### src/rtl/conv1d_mac_pkg.sv
// Shared widths and helpers for the pipelined Conv1d multiply-accumulate engine.
package conv1d_mac_pkg;

  localparam int DEF_DIN0_WIDTH = 16;
  localparam int DEF_DIN1_WIDTH = 16;
  localparam int DEF_ACC_WIDTH  = 40;
  localparam int DEF_DOUT_WIDTH = 16;

  // Working width for the round/saturate helper; accumulators must fit below it.
  localparam int RS_W = 64;

  typedef struct packed {
    logic signed [RS_W-1:0] value;
    logic                   sat;
  } rs_t;

  function automatic int clog2(input int n);
    int r;
    r = 0;
    while ((1 << r) < n) r++;
    return r;
  endfunction

  function automatic int idx_width(input int taps);
    return (clog2(taps) < 1) ? 1 : clog2(taps);
  endfunction

  function automatic bit acc_width_ok(input int d0w, input int d1w, input int accw, input int taps);
    return (taps >= 1) && (accw >= d0w + d1w + clog2(taps) + 1) && (accw < RS_W);
  endfunction

  // Round half up, arithmetic shift, then clamp into a dout_width signed range.
  function automatic rs_t round_sat(input logic signed [RS_W-1:0] acc, input int frac_shift,
                                    input int dout_width);
    rs_t                    res;
    logic signed [RS_W-1:0] r;
    logic signed [RS_W-1:0] maxv;
    logic signed [RS_W-1:0] minv;
    r = acc;
    if (frac_shift > 0) r = r + (64'sd1 <<< (frac_shift - 1));
    r = r >>> frac_shift;
    maxv = (64'sd1 <<< (dout_width - 1)) - 64'sd1;
    minv = -maxv - 64'sd1;
    res.sat = (r > maxv) || (r < minv);
    if (r > maxv)      res.value = maxv;
    else if (r < minv) res.value = minv;
    else               res.value = r;
    return res;
  endfunction

endpackage

### src/rtl/conv1d_mac_round_sat.sv
// Combinational output stage: rounds and shifts the accumulator, then saturates to DOUT_WIDTH.
module conv1d_mac_round_sat
  import conv1d_mac_pkg::*;
#(
  parameter int ACC_WIDTH  = DEF_ACC_WIDTH,
  parameter int FRAC_SHIFT = 8,
  parameter int DOUT_WIDTH = DEF_DOUT_WIDTH
) (
  input  logic signed [ACC_WIDTH-1:0]  acc,
  output logic signed [DOUT_WIDTH-1:0] dout,
  output logic                         sat
);

  rs_t  rs;
  logic unused_hi;

  always_comb begin
    rs = round_sat({{(RS_W - ACC_WIDTH){acc[ACC_WIDTH-1]}}, acc}, FRAC_SHIFT, DOUT_WIDTH);
  end

  // After clamping the upper bits are pure sign extension.
  assign dout      = rs.value[DOUT_WIDTH-1:0];
  assign sat       = rs.sat;
  assign unused_hi = ^rs.value[RS_W-1:DOUT_WIDTH];

endmodule

### src/rtl/conv1d_mac_pipe.sv
// Four-stage signed MAC: input register, product, accumulate onto bias, round/saturate output.
module conv1d_mac_pipe
  import conv1d_mac_pkg::*;
#(
  parameter int DIN0_WIDTH = DEF_DIN0_WIDTH,
  parameter int DIN1_WIDTH = DEF_DIN1_WIDTH,
  parameter int ACC_WIDTH  = DEF_ACC_WIDTH,
  parameter int TAPS       = 5,
  parameter int FRAC_SHIFT = 8,
  parameter int DOUT_WIDTH = DEF_DOUT_WIDTH,
  localparam int TW        = idx_width(TAPS)
) (
  input  logic                         ap_clk,
  input  logic                         ap_rst_n,
  input  logic                         in_valid,
  output logic                         in_ready,
  input  logic signed [DIN0_WIDTH-1:0] din0,
  input  logic signed [DIN1_WIDTH-1:0] din1,
  input  logic signed [ACC_WIDTH-1:0]  bias,
  output logic [TW-1:0]                tap_idx,
  output logic                         out_valid,
  input  logic                         out_ready,
  output logic signed [DOUT_WIDTH-1:0] dout,
  output logic                         out_sat
);

  localparam int PW = DIN0_WIDTH + DIN1_WIDTH;
  localparam logic [TW-1:0] LAST_TAP = TW'(TAPS - 1);

  if (!acc_width_ok(DIN0_WIDTH, DIN1_WIDTH, ACC_WIDTH, TAPS)) begin : g_bad_acc_width
    $error("conv1d_mac_pipe: ACC_WIDTH too small for DIN widths and TAPS");
  end

  logic [TW-1:0]                tap_reg;
  logic                         s1_valid_reg, s1_first_reg, s1_last_reg;
  logic signed [DIN0_WIDTH-1:0] s1_din0_reg;
  logic signed [DIN1_WIDTH-1:0] s1_din1_reg;
  logic signed [ACC_WIDTH-1:0]  s1_bias_reg;
  logic                         s2_valid_reg, s2_first_reg, s2_last_reg;
  logic signed [ACC_WIDTH-1:0]  s2_prod_reg, s2_bias_reg;
  logic                         s3_valid_reg;
  logic signed [ACC_WIDTH-1:0]  acc_reg;
  logic                         out_valid_reg, out_sat_reg;
  logic signed [DOUT_WIDTH-1:0] dout_reg;

  logic                         en;
  logic signed [PW-1:0]         prod;
  logic signed [DOUT_WIDTH-1:0] rs_dout;
  logic                         rs_sat;

  // The whole pipeline freezes only while a finished result waits on downstream.
  assign en       = !(out_valid_reg && !out_ready);
  assign in_ready = en;
  assign prod     = s1_din0_reg * s1_din1_reg;

  conv1d_mac_round_sat #(
    .ACC_WIDTH (ACC_WIDTH),
    .FRAC_SHIFT(FRAC_SHIFT),
    .DOUT_WIDTH(DOUT_WIDTH)
  ) u_round_sat (
    .acc (acc_reg),
    .dout(rs_dout),
    .sat (rs_sat)
  );

  always_ff @(posedge ap_clk) begin
    if (!ap_rst_n) begin
      tap_reg       <= '0;
      s1_valid_reg  <= 1'b0;
      s1_first_reg  <= 1'b0;
      s1_last_reg   <= 1'b0;
      s1_din0_reg   <= '0;
      s1_din1_reg   <= '0;
      s1_bias_reg   <= '0;
      s2_valid_reg  <= 1'b0;
      s2_first_reg  <= 1'b0;
      s2_last_reg   <= 1'b0;
      s2_prod_reg   <= '0;
      s2_bias_reg   <= '0;
      s3_valid_reg  <= 1'b0;
      acc_reg       <= '0;
      out_valid_reg <= 1'b0;
      out_sat_reg   <= 1'b0;
      dout_reg      <= '0;
    end else if (en) begin
      s1_valid_reg <= in_valid;
      if (in_valid) begin
        tap_reg      <= (tap_reg == LAST_TAP) ? '0 : tap_reg + 1'b1;
        s1_din0_reg  <= din0;
        s1_din1_reg  <= din1;
        s1_bias_reg  <= bias;
        s1_first_reg <= (tap_reg == '0);
        s1_last_reg  <= (tap_reg == LAST_TAP);
      end

      s2_valid_reg <= s1_valid_reg;
      if (s1_valid_reg) begin
        s2_prod_reg  <= {{(ACC_WIDTH - PW){prod[PW-1]}}, prod};
        s2_bias_reg  <= s1_bias_reg;
        s2_first_reg <= s1_first_reg;
        s2_last_reg  <= s1_last_reg;
      end

      // s3_valid marks that acc_reg now holds a completed window.
      s3_valid_reg <= s2_valid_reg && s2_last_reg;
      if (s2_valid_reg) acc_reg <= (s2_first_reg ? s2_bias_reg : acc_reg) + s2_prod_reg;

      if (s3_valid_reg) begin
        out_valid_reg <= 1'b1;
        dout_reg      <= rs_dout;
        out_sat_reg   <= rs_sat;
      end else if (out_ready) begin
        out_valid_reg <= 1'b0;
      end
    end
  end

  assign tap_idx   = tap_reg;
  assign out_valid = out_valid_reg;
  assign dout      = dout_reg;
  assign out_sat   = out_sat_reg;

endmodule

### config.mk
export PLATFORM = sky130hd
export DESIGN_NAME = conv1d_mac_pipe
export DESIGN_NICKNAME = d
export VERILOG_FILES = /design/src/rtl/conv1d_mac_pkg.sv /design/src/rtl/conv1d_mac_round_sat.sv /design/src/rtl/conv1d_mac_pipe.sv
export SDC_FILE = /design/constraint.sdc
export NUM_CORES = 1
export LEC_CHECK = 0
export CAP_MARGIN = 20
export CORE_MARGIN = 4
export CORE_UTILIZATION = 40
export CTS_CLUSTER_SIZE = 25
export DETAILED_ROUTE_END_ITERATION = 16
export GPL_TIMING_DRIVEN = 0
export PLACE_DENSITY_LB_ADDON = 0.08
export SYNTH_ARGS = -nofsm -noshare
export SYNTH_HDL_FRONTEND = slang
export SYNTH_SLANG_ARGS = --single-unit
export TNS_END_PERCENT = 5
### constraint.sdc
create_clock -name ap_clk -period 9.04 [get_ports ap_clk]
set_input_delay 0.904 -clock ap_clk [delete_from_list [all_inputs] [get_ports ap_clk]]
set_output_delay 0.904 -clock ap_clk [all_outputs]
set_load 0.01 [all_outputs]
==> results by group <==
Run status
  • Status: complete, no violations

CTS
  • CTS tree: built
  • Setup Buffers After CTS: 0
  • Post-CTS resize count: 0
  • Clock transition at path regs: roughly 0.06 ns
  • TritonCTS buffer count: 27
  • Hold buffers post-CTS: 0
  • Clock latency on the worst-skew pair: 0.57 ns
  • Clk sink count: 212
  • Root Buffer Master: clkbuf_16
  • Max H-tree Level: 1
  • Max Buffers Root-to-Sink: 3

Timing
  • Slew HR: 25.7%
  • Final hold violations: 0
  • Clock Skew: 0.0148 ns
  • RSZ-0062 raised after global routing: false
  • Max Clock Freq: 127 MHz
  • Worst Setup Slack, final: 1.17 ns
  • Hold Slack: 0.452 ns
  • Part of the cycle the worst path needs: just under 90%
  • Worst-margin pin slew: 1.11 ns
  • Setup violations, final: 0
  • Final Max Slew Viols: 0
  • Min Tclk post-route: 7.87 ns
  • Fin Setup TNS: 0 ns

Drt
  • Routed WL: approximately 63 mm
  • Vias: around 17000
  • Iteration-0 DRC Markers: 996
  • WL/cell: 19.0 um
  • Pre-Repair DR Iteration Count: 5
  • Detail Route Antenna Nets: 0
  • Number of vias per cell: approximately 5.2
  • DRC violations left: 0

Yosys
  • Synth cell count leaders: nand2_1, inv_1, fa_1
  • FFs w/ async S/R, synth: 0%
  • Main synth FF type: dfxtp_1
  • Post-synth EDFFs: 0
  • Netlist Area Pre-Place: a little over 20000 um2
  • Share of the synthesized area in the top cell type: 25.4%
  • FF+latch count, synth: 212
  • Syn. warnings: 0
  • Yosys top cell by area: fa_1
  • Most frequent cell after synthesis: nand2_1
  • Post-synthesis sequential area ratio: roughly 20%
  • Top cells by area, synth: fa_1, dfxtp_1, nand2_1
  • Synth unique cells: 69
  • Synth Instances: 2513
  • Mapped Nets: 2976
  • Synthesized area per cell: between 8 and 9 um2

GRT
  • Overflow after GRT: 0
  • Gr usage total: 23.1%
  • Grt met2 use: around two fifths
  • Most Used Layer, Global Route: met2
  • Met3 Usage GRT: 2.92%
  • GR Layer Usage met1: around 33%
  • Number of global-route vias before repair: 17900
  • Antenna violations before repair: 1
  • First-pass GRT wire length: ~100 mm
  • Pin count of the biggest net entering global routing: 15

Power and ir drop
  • Worst vdd ir: 0.127 mV
  • Power density over the cells: 124 nW/um2
  • Reg power frac: between 30% and 40%
  • Total net switching power: 947 uW
  • Comb pwr share: 25.3%
  • Clk pwr share: 39.5%
  • P_leak: between 0.01 and 0.015 uW
  • P_int: 1960 uW
  • Sw Ratio: 32.6%

Floorplanning
  • # rows: between 80 and 90
  • Die width: roughly 240 um
  • Die footprint: 55500 um2
  • Die height: between 200 and 250 um
  • Num ports: 98
  • Core area: 51300 um2
  • Initial Util: 40.4%

Critical path
  • Crit. End Element: register
  • Most frequent CP cell: fa_1
  • Crit-path max FO: 10
  • Startpoint types: register
  • CP Cell Sequence: clkbuf_1 -> clkbuf_1 -> nand2_1 -> fa_1 -> inv_1 -> fa_1 -> inv_1 -> fa_1 -> inv_1 -> fa_1 -> fa_1 -> inv_1 -> fa_1 -> inv_1 -> ha_1 -> and2_1 -> a2111oi_0 -> o21ai_0 -> nor2_1 -> o31ai_1 -> a21oi_1 -> a21oi_1 -> or4_1 -> a32o_1
  • CP delay by family, top: adder cells
  • Crit-path slowest cell: fa_1
  • Worst Path Arrival: around 8.3 ns
  • Buf/Inv on CP: 7
  • CP peak stage delay: 0.56 ns
  • Critical path class: register to register
  • Req. time, crit path: 9.50 ns

Placement
  • GP Congestion: 0.926
  • Port Buf Inserts: 97
  • Post-DP HPWL: 52.1 mm
  • Placed Instances: 3291
  • Setup WS pre-CTS: 1.30 ns
  • DP Area: 22600 um2

Layout
  • NumNets Final: 3104
  • Layout cell share with drive strength beyond 1: 4.29%
  • Synth-to-Final Area Change: 13.4%
  • Ant diodes: 0
  • Fillers: 5208
  • Post-route cell area: around 24000 um2
  • Non-filler cells, final: 3339

Job
  • Maxcap violations: 0

Min path
  • Hold Crit Class: register to register
## path summary, 6_finish.rpt
check	from	to	slack, ns	cells after the start
max	s1_din1_reg[9]	s2_prod_reg[31]	1.17	24
min	s1_bias_reg[33]	s2_bias_reg[33]	0.45	2
max reg2reg	s1_din1_reg[9]	s2_prod_reg[31]	1.17	24
min reg2reg	s1_bias_reg[33]	s2_bias_reg[33]	0.45	2
## layer usage
metal	vias up	share of wire, %
met2	368	46
met4	0	1.7
met5	-	0
met3	62	4.6
met1	8681	47
li1	8327	-
## stage by stage
step                util [%]  power, uW
floorplan                  -       1540
global placement        44.0       1780
detailed placement      44.0       1780
CTS                     45.8       2950
global route            45.9       3080
finish                  45.9       2910
## placed cells by master, fill, tap and decap left out, drive strengths merged, types with 9 or more instances in the layout
cell / n
a21oi: 215
dfxtp: 212
ha: 124
and3: 12
o21a: 12
nand4: 24
a21o: 20
nor2: 83
nand3: 42
buf: 14
xnor2: 46
clkbuf: 146
o32ai: 14
xor2: 35
a31oi: 16
and2: 137
fa: 263
nand2: 487
inv: 347
mux2: 35
nor3: 23
o211ai: 9
nand2b: 33
a211oi: 22
clkdlybuf4s50: 97
or3: 14
o21ai: 79
## cells by family (layout without fill, tap and decap cells)
kind of cell | count (synthesis) | count (layout) | share of synthesized area [%]
AO/OA/AOI/OAI | 433 | 433 | 12.6
XOR/XNOR | 81 | 81 | 3.42
adder cells (fa/ha/maj) | 387 | 387 | 32.9
buffers and inverters | 470 | 616 | 8.64
flip-flops | 212 | 212 | 20.5
multiplexers | 37 | 37 | 2.00
AND/OR/NAND/NOR | 893 | 893 | 20.0
## layout make-up
| class | count | area, um2 | area share, % |
|---|---|---|---|
| Buffer | 125 | 497 | 2.11 |
| Tap cell | 680 | 851 | 3.62 |
| Timing Repair Buffer | 99 | 1000 | 4.25 |
| Clock buffer | 33 | 738 | 3.14 |
| Clock inverter | 14 | 198 | 0.840 |
| Sequential cell | 212 | 4240 | 18.0 |
| Inverter | 345 | 1290 | 5.50 |
| Multi-Input combinational cell | 1831 | 14700 | 62.5 |
## power by group through the flow
stage,sequential [uW],clock [uW],combinational (uW)
floorplan,1020,0,525
global placement,1040,0,733
detailed placement,1040,0,740
CTS,1020,1180,746
global route,1030,1210,844
finish,1020,1150,736
## worst reg2reg max path: stages (launching register included)
cell and delay [ns]:
dfxtp_1 0.32, clkbuf_1 0.47, clkbuf_1 0.52, nand2_1 0.16, fa_1 0.56, inv_1 0.05
fa_1 0.50, inv_1 0.05, fa_1 0.50, inv_1 0.07, fa_1 0.52, fa_1 0.55
inv_1 0.05, fa_1 0.53, inv_1 0.04, ha_1 0.35, and2_1 0.20, a2111oi_0 0.44
o21ai_0 0.16, nor2_1 0.41, o31ai_1 0.22, a21oi_1 0.21, a21oi_1 0.15, or4_1 0.49
a32o_1 0.26
(Power assumes the default switching activity.)
